File: config.mk
export PLATFORM = sky130hd
export DESIGN_NAME = serial_adder_ctrl_flat
export DESIGN_NICKNAME = d
export VERILOG_FILES = /design/src/rtl/serial_adder_ctrl_if.sv /design/src/rtl/serial_adder_ctrl.sv /design/src/flat_wrapper.sv
export SDC_FILE = /design/constraint.sdc
export NUM_CORES = 1
export LEC_CHECK = 0
export ABC_AREA = 1
export CAP_MARGIN = 20
export CORE_MARGIN = 8
export CORE_UTILIZATION = 50
export DETAILED_ROUTE_END_ITERATION = 8
export GPL_ROUTABILITY_DRIVEN = 0
export PLACE_DENSITY = 0.81
export SLEW_MARGIN = 20
export SYNTH_ARGS = -nofsm -noshare
export SYNTH_HDL_FRONTEND = slang
export SYNTH_HIERARCHICAL = 1
export SYNTH_SLANG_ARGS = --single-unit
export TNS_END_PERCENT = 50
File: constraint.sdc
create_clock -name Clk -period 1.7 [get_ports Clk]
set_clock_uncertainty 0.15 [all_clocks]
set_input_delay 0.51 -clock Clk [delete_from_list [all_inputs] [get_ports Clk]]
set_output_delay 0.51 -clock Clk [all_outputs]
set_load 0.02 [all_outputs]
File: src/rtl/serial_adder_ctrl_if.sv
// Start/operand request and Busy/Done/result response bundle
// for the bit-serial adder controller.
interface serial_adder_ctrl_if #(
  parameter int WIDTH = 8
);
  logic             Start;
  logic [WIDTH-1:0] A;
  logic [WIDTH-1:0] B;
  logic             Cin;
  logic             Busy;
  logic             Done;
  logic [WIDTH-1:0] Sum;
  logic             Cout;

  modport master (
    output Start, A, B, Cin,
    input  Busy, Done, Sum, Cout
  );

  modport slave (
    input  Start, A, B, Cin,
    output Busy, Done, Sum, Cout
  );
endinterface

File: src/rtl/serial_adder_ctrl.sv
// Bit-serial WIDTH-bit adder: one shared full_adder cell, LSB first,
// carry held in a flop between bits, registered Sum/Cout with Done pulse.
module full_adder (
  input  logic a,
  input  logic b,
  input  logic ci,
  output logic s,
  output logic co
);
  assign s  = a ^ b ^ ci;
  assign co = (a & b) | (ci & (a ^ b));
endmodule

module serial_adder_ctrl #(
  parameter int WIDTH = 8
) (
  input  logic                Clk,
  input  logic                Rst_n,
  serial_adder_ctrl_if.slave  bus
);
  localparam int CW = (WIDTH > 1) ? $clog2(WIDTH) : 1;
  localparam logic [CW-1:0] LAST = CW'(WIDTH - 1);

  typedef enum logic [1:0] {
    IDLE,
    ADD,
    DONE
  } state_e;

  state_e           state_q, state_d;
  logic [WIDTH-1:0] opa_q, opa_d;
  logic [WIDTH-1:0] opb_q, opb_d;
  logic [WIDTH-1:0] acc_q, acc_d;
  logic [WIDTH-1:0] sum_q, sum_d;
  logic             carry_q, carry_d;
  logic             cout_q, cout_d;
  logic [CW-1:0]    cnt_q, cnt_d;
  logic             fa_s, fa_co;
  logic             last;
  logic [WIDTH-1:0] acc_nx;

  full_adder u_fa (
    .a  (opa_q[0]),
    .b  (opb_q[0]),
    .ci (carry_q),
    .s  (fa_s),
    .co (fa_co)
  );

  assign last = (cnt_q == LAST);
  // shift form stays legal at WIDTH=1
  assign acc_nx = (acc_q >> 1) | (WIDTH'(fa_s) << (WIDTH - 1));

  always_ff @(posedge Clk or negedge Rst_n) begin
    if (!Rst_n) begin
      state_q <= IDLE;
      opa_q   <= '0;
      opb_q   <= '0;
      acc_q   <= '0;
      sum_q   <= '0;
      carry_q <= 1'b0;
      cout_q  <= 1'b0;
      cnt_q   <= '0;
    end else begin
      state_q <= state_d;
      opa_q   <= opa_d;
      opb_q   <= opb_d;
      acc_q   <= acc_d;
      sum_q   <= sum_d;
      carry_q <= carry_d;
      cout_q  <= cout_d;
      cnt_q   <= cnt_d;
    end
  end

  always_comb begin
    state_d = state_q;
    unique case (state_q)
      IDLE:    if (bus.Start) state_d = ADD;
      ADD:     if (last) state_d = DONE;
      DONE:    state_d = IDLE;
      default: state_d = IDLE;
    endcase
  end

  always_comb begin
    opa_d   = opa_q;
    opb_d   = opb_q;
    acc_d   = acc_q;
    sum_d   = sum_q;
    carry_d = carry_q;
    cout_d  = cout_q;
    cnt_d   = cnt_q;
    unique case (1'b1)
      (state_q == IDLE) && bus.Start: begin
        opa_d   = bus.A;
        opb_d   = bus.B;
        carry_d = bus.Cin;
        acc_d   = '0;
        cnt_d   = '0;
      end
      (state_q == ADD): begin
        opa_d   = opa_q >> 1;
        opb_d   = opb_q >> 1;
        acc_d   = acc_nx;
        carry_d = fa_co;
        cnt_d   = cnt_q + 1'b1;
        if (last) begin
          sum_d  = acc_nx;
          cout_d = fa_co;
        end
      end
      default: ;
    endcase
  end

  always_comb begin
    bus.Busy = (state_q == ADD);
    bus.Done = (state_q == DONE);
    bus.Sum  = sum_q;
    bus.Cout = cout_q;
  end
endmodule

File: src/flat_wrapper.sv
// flat-port wrapper written by rule: the top's interface ports become plain ports
module serial_adder_ctrl_flat 
#(
  parameter int WIDTH = 8
)
  (Clk, Rst_n, bus_Start, bus_A, bus_B, bus_Cin, bus_Busy, bus_Done, bus_Sum, bus_Cout);
  serial_adder_ctrl_if #(.WIDTH(WIDTH)) bus_i ();
  input  logic Clk;
  input  logic Rst_n;
  input wire logic [$bits(bus_i.Start)-1:0] bus_Start;
  input wire logic [$bits(bus_i.A)-1:0] bus_A;
  input wire logic [$bits(bus_i.B)-1:0] bus_B;
  input wire logic [$bits(bus_i.Cin)-1:0] bus_Cin;
  output wire logic [$bits(bus_i.Busy)-1:0] bus_Busy;
  output wire logic [$bits(bus_i.Done)-1:0] bus_Done;
  output wire logic [$bits(bus_i.Sum)-1:0] bus_Sum;
  output wire logic [$bits(bus_i.Cout)-1:0] bus_Cout;
  assign bus_i.Start = bus_Start;
  assign bus_i.A = bus_A;
  assign bus_i.B = bus_B;
  assign bus_i.Cin = bus_Cin;
  assign bus_Busy = bus_i.Busy;
  assign bus_Done = bus_i.Done;
  assign bus_Sum = bus_i.Sum;
  assign bus_Cout = bus_i.Cout;
  serial_adder_ctrl #(.WIDTH(WIDTH)) u_core (.Clk(Clk), .Rst_n(Rst_n), .bus(bus_i));
endmodule
==> results by group, run 1 <==
Run status
  – Status: finished clean

Yosys
  – FFs w/ async S/R, synth: 100%
  – Register area share after synthesis: 50.7%
  – Ys flop type: dfrtp_1
  – Post-Synth XOR/XNOR Area: 0%
  – Ys Warns: 6
  – Largest family of logic cells by synthesized area: simple AND/OR/NAND/NOR gates
  – Syn Inst Count: 216
  – Synth unique cells: 20
  – Mapped Nets: 239
  – Most frequent cell after synthesis: nand2_1
  – Top cells by area, synth: dfrtp_1, nand2_1, inv_1
  – Synthesized area per cell: around 8.7 sq um
  – Post-Synth Adder-Cell Area: 2.40%
  – Seq cells post-synth: 38
  – Number of synthesized flops with an enable pin: 0
  – Post-synthesis simple-gate area fraction: 27.5%
  – Synthesized area: ~1900 sq um
  – Post-synth top area cell: dfrtp_1
  – Synth top area share: between 50% and 60%
  – Synth Area in Compound Gates: 7.21%
  – Most frequent cells after synthesis: nand2_1, dfrtp_1, inv_1, nand3_1, o21ai_0
  – Mux share of post-synthesis cell area: 0%

Timing
  – Final Cycle Share: 98.5%
  – RSZ-0062 raised after global routing: yes
  – # setup viols final: 0
  – Pins over their slew limit: 0
  – Fin crit period: 1.67 ns
  – Max frequency: between 0.5 and 0.6 GHz
  – Fin worst setup slack: around 0.025 ns
  – Worst slew pin tran: 0.465 ns
  – Slew headroom: 68.9%
  – Post-Route Setup TNS: 0 ns
  – Final Hold Vio Count: 0

Route
  – DR vias/cell: roughly 4.9
  – Residual DRC: 0
  – Post-detailed-routing wire length: 3.66 mm
  – Via count: approximately 1500
  – Met2 routed WL: 1.74 mm
  – Top layer in use: met4
  – DRT iter0 DRCs: 81
  – Metal-1 WL: 1.64 mm
  – 1st-pass router iterations: 4
  – Wire length on met3: 211 microns
  – Detail Route Antenna Nets: 0
  – Wire length per cell: 12.2 microns

Clocking
  – H-tree levels: 2
  – Cts bufs inserted: 5
  – Post CTS Setup Buffer Count: 0
  – Clk buf depth: 2
  – Post-CTS Hold Buffers: 0
  – Clock Tree Root: clkbuf_8
  – CTS tree: done
  – Worst-Skew Late Latency: 0.29 ns
  – CTS clk-pin slew, worst paths: 0.07 ns
  – # clock sinks: 38

Layout
  – Fin nets: 275
  – Register area: approximately 950 sq um
  – Share of cells above drive strength 1: 15.4%
  – N_diodes: 0
  – Area delta synth->final: 23.8%
  – Fin cells: 301
  – Final instance area: 2320 sq um
  – Multi-input gate area: 698 sq um
  – Fillers: 317

Setup path
  – R2R Setup Slk: 0.14 ns
  – CP endpoint kind: output pin
  – Critical path class: flip-flop to output pin
  – CP Max Fanout: 3
  – Reg2reg path depth: 7
  – Crit path launch type: flip-flop
  – RR Endpoint: u_core/opb_q[6]
  – Setup crit start: u_core/state_q[0]
  – Worst reg2reg startpoint: u_core/state_q[1]
  – WP data required: 1.04 ns
  – Critical path data arrival time: ~1.0 ns

Floorplanning
  – Die footprint: 5960 sq um
  – Io pins: 31
  – Placeable core region: 3630 sq um
  – Die Width: 77.2 microns
  – # rows: 22
  – Initial Util: 51.6%
  – Die Height: slightly below 80 microns

Hold path
  – Hold WC Path Type: input port to async pin

Global routing
  – Number of global-route vias before repair: 1495
  – Gr usage total: 13.8%
  – Maximum number of pins on one net before global-route repair: 39
  – Congestion Overflow GR: 0
  – Initial antenna violation count: 0
  – First-pass GRT wire length: 6.64 mm

Power and ir drop
  – Design Power: 4130 uW
  – Static Leak: 0.00124 uW
  – Peak supply drop: 0.000818 V
  – Power per cell area: ~1800 nW/um^2

Flow run
  – # Max-Cap Violations: 0

Placement
  – DP Wirelength: 2.51 mm
  – DP Area: 2230 sq um
  – Placed cells: between 200 and 300
  – Dpl ws: -0.205 ns
  – PortBufs: 30
## through the flow
stage | hold slack [ns] | util [%]
3_5_place_dp | 0.316 | 61.4
5_1_grt | 0.0348 | 63.9
2_1_floorplan | 0.0644 | -
3_3_place_gp | 0.308 | 61.4
4_1_cts | 0.0184 | 63.7
6_report | 0.0218 | 63.9
## area by class of cell
cell class,instances,area share [%]
clock buffers,7,3.72
clock inverters,1,0.216
inverters,38,6.25
multi-input cells,131,30.1
flip-flops and latches,38,41.0
well taps,48,2.59
repair buffers,38,16.1
## power breakdown
part           switching [uW]  internal [uW]  total (uW)
Sequential                232           1330        1570
Combinational            1150            786        1940
Clock                     306            327         633
Total                    1690           2450        4130
## cell families (layout without fill, tap and decap cells)
group           after synthesis  count (layout)
buf+inv                      47              84
flops                        38              38
simple gates                108             108
compound gates               20              20
fa+ha+maj                     3               3
## worst max-delay path by stage
stage / endpoint / slack [ns] / cells after the start
2_1_floorplan: bus_Done / 0.06 / 3
3_3_place_gp: bus_Done / -0.23 / 3
3_5_place_dp: bus_Done / -0.21 / 3
4_1_cts: bus_Done / -0.02 / 3
5_1_grt: bus_Done / -0.01 / 2
6_report: bus_Done / 0.03 / 2
## state kept, by name, summed over array words and instances (netlist names)
| register | count |
|---|---|
| u_core/acc_q | 7 |
| u_core/bus.Cout | 1 |
| u_core/bus.Sum | 8 |
| u_core/carry_q | 1 |
| u_core/cnt_q | 3 |
| u_core/opa_q | 8 |
| u_core/opb_q | 8 |
| u_core/state_q | 2 |
## worst max-delay path: stages, from the launching register on
cell and delay [ns]:
dfrtp_1 0.41, nor2_2 0.17, buf_6 0.14
## placed cells by master, fill, tap and decap left out, types with 2 or more instances in the layout
| cell type | instances |
|---|---|
| nand2_4 | 3 |
| inv_1 | 36 |
| nand3_1 | 24 |
| dfrtp_1 | 37 |
| dlygate4sd2_1 | 7 |
| clkdlybuf4s15_1 | 2 |
| buf_6 | 2 |
| clkdlybuf4s50_1 | 18 |
| buf_12 | 2 |
| ha_1 | 2 |
| buf_4 | 6 |
| nand3_2 | 5 |
| o21ai_0 | 12 |
| nor2_1 | 2 |
| o21ai_2 | 5 |
| clkbuf_8 | 6 |
| nand2_1 | 70 |
## repair_timing
action | CTS | global route
resized for setup | 21 | 5
setup endpoints to repair | 11 | 4
endpoints found under the hold margin | 0 | 0
## layer usage
layer / vias up / global-route usage [%]
li1: 735 / -
met5: - / 0
met3: 6 / 5.59
met1: 694 / 16.5
met2: 35 / 21.1
met4: 0 / 6.23
Power figures use the tool's default switching activity.
==> run 2, diff against run 1 <==
- ABC_CLOCK_PERIOD_IN_PS: not set -> 2100
- CORE_MARGIN: 8 -> 5
- clock period: 1.7 -> 2.1 ns (I/O delays scaled with it)
==> run 2 against run 1 <==
Compared with the run above:
- critical path depth down 1
- via count down 3.2%
- die area down 15%
- count of clock-buffer cells in the layout unchanged
- setup slack better by 0.030 ns
- final cell count unchanged
- sequential cell count unchanged
- utilization down 0.79 points
- cell area down 1.2%
- combinational power down 20%
- worst hold slack better by 0.21 ns
- largest power group unchanged
==> results by group, run 2 (synthesis results as in run 1) <==
Setup path
  – WP data required: 1.32 ns (+0.28 ns)
  – Buf/Inv on CP: 1 (unchanged)
  – Cell family with most CP delay: buffers and inverters
  – Crit-path slowest cell: clkdlybuf4s50_1
  – CP Max Fanout: 2 (-1)
  – Worst reg2reg startpoint: u_core/state_q[1]
  – Critical path class: flip-flop to output pin
  – Critical path data arrival time: 1.26 ns (+0.25 ns)
  – CP max stage delay: 0.61 ns (+0.20 ns)
  – CP endpoint kind: output pin
  – Setup crit start: u_core/bus.Cout
  – Crit-path cells: clkdlybuf4s50_1
  – Crit path launch type: flip-flop

Clocking
  – Clk buf depth: 2 (unchanged)
  – Post-CTS Hold Buffers: 0 (unchanged)
  – Clock Tree Root: clkbuf_8
  – Cts bufs inserted: 5 (unchanged)
  – CTS clk-pin slew, worst paths: 0.07 ns (about the same)
  – H-tree levels: 2 (unchanged)
  – # clock sinks: 38 (unchanged)
  – CTS tree: done
  – Worst-Skew Late Latency: 0.28 ns (about the same)

Layout
  – Multi-input gate area: 696 sq um (-0.36%)
  – Fin nets: 275 (unchanged)
  – Register area: 951 sq um (-0.13%)
  – Area delta synth->final: 22.3%
  – Share of cells above drive strength 1: 13.8% (-1.6 points)
  – Most common cell after layout, fill and taps aside: nand2_1
  – Fillers: 331 (+4.4%)
  – Fin cells: 301 (unchanged)
  – N_diodes: 0 (unchanged)
  – Most frequent cells in the layout: nand2_1, dfrtp_1, inv_1, clkdlybuf4s50_1, nand3_1

Floorplanning
  – # rows: 22 (unchanged)
  – Die Height: 71.2 microns (-7.8%)
  – Placeable core region: 3630 sq um (unchanged)
  – Die Width: 71.2 microns (-7.8%)
  – Die footprint: 5070 sq um (-15%)
  – Io pins: 31 (unchanged)
  – Initial Util: 51.6% (unchanged)

Route
  – DR vias/cell: 4.73 (-3.2%)
  – Wire length per cell: 11.5 microns (-5.8%)
  – DRT iter0 DRCs: 50 (-38%)
  – 1st-pass router iterations: 4 (unchanged)
  – Post-detailed-routing wire length: 3.45 mm (-5.8%)
  – Residual DRC: 0 (unchanged)
  – Via count: 1423 (-3.2%)
  – Detail Route Antenna Nets: 0 (unchanged)

Power and ir drop
  – Peak supply drop: 0.000647 V (-21%)
  – Power per cell area: 1450 nW/um^2 (-18%)
  – Static Leak: 0.00121 uW (-2.4%)

Flow run
  – # Max-Cap Violations: 0 (unchanged)

Timing
  – Post-Route Setup TNS: 0 ns (unchanged)
  – Final Cycle Share: 97.4%
  – Slew headroom: 68.0% (-0.83 points)
  – Fin Hold WS: 0.228 ns (+0.206 ns)
  – Worst slew pin tran: 0.480 ns (+0.0141 ns)
  – RSZ-0062 raised after global routing: no
  – Max frequency: 0.489 GHz
  – # setup viols final: 0 (unchanged)
  – Pins over their slew limit: 0 (unchanged)
  – Fin crit period: slightly above 2 ns
  – Final Hold Vio Count: 0 (unchanged)

Placement
  – Placed cells: 293 (unchanged)
  – PortBufs: 30 (unchanged)
  – DP Wirelength: 2.41 mm (-3.9%)

Global routing
  – First-pass GRT wire length: 6.13 mm (-7.6%)
  – Gr usage total: 15.0% (+1.2 points)
  – Congestion Overflow GR: 0 (unchanged)
  – Maximum number of pins on one net before global-route repair: 39 (unchanged)
  – Number of global-route vias before repair: 1435 (-4.0%)
  – Initial antenna violation count: 0 (unchanged)

Hold path
  – Hold WC Path Type: input port to async pin

Run status
  – Status: finished clean
==> run 2: layout make-up <==
type / count / area share, %
Sequential cell: 38 / 41.5
Timing Repair Buffer: 38 / 15.2
Inverter: 38 / 6.33
Multi-Input combinational cell: 131 / 30.3
Tap cell: 48 / 2.62
Clock buffer: 7 / 3.77
Clock inverter: 1 / 0.218
==> run 2: routing by layer <==
| metal | GRT usage [%] | vias up | share of wire [%] | routed length, microns |
|---|---|---|---|---|
| li1 | - | 733 | - | - |
| met1 | 19.2 | 650 | 46 | 1570 |
| met2 | 25.5 | 40 | 49 | 1680 |
| met3 | 3.79 | 0 | 5.8 | 199 |
| met4 | 3.76 | 0 | 0 | 0 |
| met5 | 0 | - | 0 | 0 |
==> run 2: timing repair <==
item                       CTS  global route
setup buffers                0             0
setup endpoints to repair    2             1
gates resized for setup      2             2
==> run 2: worst paths after layout <==
check / end / slack [ns] / cells past startpoint
setup / recovery: bus_Cout / 0.06 / 1
hold reg to reg: u_core/opa_q[3] / 0.33 / 2
setup reg to reg: u_core/acc_q[4] / 0.48 / 5
max in group asynchronous: u_core/opa_q[6] / 1.23 / 2
min in group Clk: u_core/opa_q[3] / 0.33 / 2
hold / removal: u_core/opa_q[3] / 0.23 / 2
==> run 2: where the power goes <==
| part | leakage [uW] | internal (uW) | switching (uW) |
|---|---|---|---|
| combinational | 0.000686 | 653 | 897 |
| sequential | 0.000473 | 1080 | 192 |
| clock | 0.0000482 | 265 | 243 |
==> run 2: per-stage QoR <==
step / total power, uW / setup slack [ns] / cell area, sq um / utilization [%]
global route: 3640 / 0.00629 / 2290 / 63.1
floorplan: 2420 / 0.337 / 1870 / -
finish: 3330 / 0.0553 / 2290 / 63.1
CTS: 3370 / 0.0373 / 2300 / 63.2
detailed placement: 2860 / 0.0920 / 2210 / 60.7
global placement: 2790 / 0.0809 / 2210 / 60.7
==> run 3, diff against run 2 <==
- CORE_UTILIZATION: 50 -> 45
- CTS_CLUSTER_DIAMETER: not set -> 100
- PLACE_DENSITY: 0.81 -> 0.74
==> run 3 against run 2 <==
Compared with the run above:
- routed wire length increased by 4.7%
- setup slack worse by 0.0057 ns
- clock power is 23% higher
- first-iteration DRC count up 22%
- non-clock buffer count is 1 higher
- worst hold slack about the same
- cell area is 2.6% higher
- via count fell by 1.8%
- highest routed layer is now met4
- utilization down 4.7 points
- die area up 9.5%
- combinational power rose by 4%
==> results by group, run 3 (synthesis results as in run 1) <==
Floorplanning
  – Die Width: 74.5 microns (+4.6%)
  – Die Height: 74.5 microns (+4.6%)
  – Placeable core region: 4030 sq um (+11%)
  – Die footprint: 5560 sq um (+9.5%)
  – Initial Util: 46.5% (-5.1 points)
  – Io pins: 31 (unchanged)
  – # rows: 23 (+4.5%)

Power and ir drop
  – Static Leak: 0.00124 uW (+2.3%)
  – Peak supply drop: 0.000623 V (-3.8%)
  – Power per cell area: 1490 nW/um^2 (+2.7%)

Setup path
  – WP data required: 1.32 ns (about the same)
  – Crit-path slowest cell: clkdlybuf4s50_1
  – Critical path class: flip-flop to output pin
  – Critical path data arrival time: 1.27 ns (about the same)
  – Buf/Inv on CP: 1 (unchanged)
  – Cell family with most CP delay: buffers and inverters
  – Crit-path cells: clkdlybuf4s50_1
  – CP max stage delay: 0.61 ns (about the same)
  – R2R Setup Slk: 0.55 ns (+0.07 ns)
  – Crit path launch type: flip-flop
  – CP Max Fanout: 2 (unchanged)
  – CP endpoint kind: output pin

Clocking
  – Clock Tree Root: clkbuf_8
  – Post-CTS resize count: 2 (unchanged)
  – CTS tree: done
  – H-tree levels: 2 (unchanged)
  – Cts bufs inserted: 5 (unchanged)
  – Post CTS Setup Buffer Count: 0 (unchanged)
  – Clk buf depth: 2 (unchanged)
  – Post-CTS Hold Buffers: 0 (unchanged)
  – Worst-Skew Late Latency: 0.29 ns (about the same)
  – # clock sinks: 38 (unchanged)
  – CTS clk-pin slew, worst paths: 0.07 ns (about the same)

Timing
  – Final Cycle Share: 97.6% (+0.27 points)
  – Pins over their slew limit: 0 (unchanged)
  – Fin worst setup slack: 0.0496 ns (-0.00568 ns)
  – Max frequency: 0.488 GHz (-0.28%)
  – Fin crit period: 2.05 ns (+0.00568 ns)
  – RSZ-0062 raised after global routing: no
  – Slew headroom: 68.0% (about the same)
  – Worst slew pin tran: 0.480 ns (+0.000812 ns)
  – # setup viols final: 0 (unchanged)
  – Post-Route Setup TNS: 0 ns (unchanged)
  – Final Hold Vio Count: 0 (unchanged)

Route
  – Post-detailed-routing wire length: 3.61 mm (+4.7%)
  – Via count: 1398 (-1.8%)
  – DRT iter0 DRCs: 61 (+22%)
  – Residual DRC: 0 (unchanged)
  – Detail Route Antenna Nets: 0 (unchanged)
  – DR vias/cell: 4.61 (-2.4%)
  – Wire length per cell: 11.9 microns (+4.0%)
  – 1st-pass router iterations: 4 (unchanged)

Run status
  – Status: finished clean

Placement
  – PortBufs: 30 (unchanged)
  – DP Wirelength: 2.49 mm (+3.6%)
  – Dpl ws: 0.0996 ns (+0.00765 ns)

Layout
  – Most frequent cells in the layout: nand2_1, dfrtp_1, inv_1, clkdlybuf4s50_1, nand3_1
  – Most common cell after layout, fill and taps aside: nand2_1
  – Share of cells above drive strength 1: 13.8% (unchanged)
  – N_diodes: 0 (unchanged)
  – Fin nets: 276 (+0.36%)
  – Area delta synth->final: 25.5%

Global routing
  – Maximum number of pins on one net before global-route repair: 39 (unchanged)
  – Congestion Overflow GR: 0 (unchanged)
  – Gr usage total: 15.1% (+0.085 points)
  – First-pass GRT wire length: 6.35 mm (+3.5%)
  – Initial antenna violation count: 0 (unchanged)
  – Number of global-route vias before repair: 1370 (-4.5%)

Flow run
  – # Max-Cap Violations: 0 (unchanged)

Hold path
  – Hold WC Path Type: input port to async pin
## run 3: through the flow
stage               hold slack (ns)  instance area, sq um  util (%)  instances  total power [uW]
floorplan                     0.184                  1870         -        216              2420
global placement              0.308                  2240      55.7        296              2870
detailed placement            0.316                  2240      55.7        296              2930
CTS                           0.233                  2350      58.4        303              3560
global route                  0.272                  2350      58.4        303              3840
finish                        0.228                  2350      58.4        303              3510
## run 3: final cells by class
| cell class | count | area, sq um |
|---|---|---|
| Tap cell | 50 | 62.6 |
| Clock inverter | 1 | 30.0 |
| Inverter | 38 | 145 |
| Multi-Input combinational cell | 131 | 696 |
| Sequential cell | 38 | 951 |
| Clock buffer | 6 | 82.6 |
| Fill cell | 364 | 1680 |
| Timing Repair Buffer | 39 | 385 |
## run 3: path summary, 6_finish.rpt
path,start,endpoint,depth (start not counted)
max,u_core/bus.Sum[7],bus_Sum[7],1
min,Rst_n,u_core/bus.Sum[1],2
max reg2reg,u_core/state_q[1],u_core/acc_q[3],6
min reg2reg,u_core/cnt_q[1],u_core/cnt_q[1],2
max in group asynchronous,Rst_n,u_core/opa_q[3],2
min in group Clk,u_core/cnt_q[1],u_core/cnt_q[1],2
## run 3: per-layer routing
layer  vias up  wire length (microns)  part of all wire (%)  track usage, %
li1        730                      -                     -               -
met1       636                   1660                    46            19.5
met2        25                   1710                    47            24.0
met3         7                    178                   4.9            4.32
met4         0                     66                   1.8            5.93
met5         -                      0                     0               0
## run 3: power breakdown
group          leakage [uW]  switching, uW  internal, uW  total, uW
logic              0.000705            912           702       1610
clock network     0.0000573            246           380        626
registers          0.000473            189          1080       1270
total               0.00124           1350          2160       3510
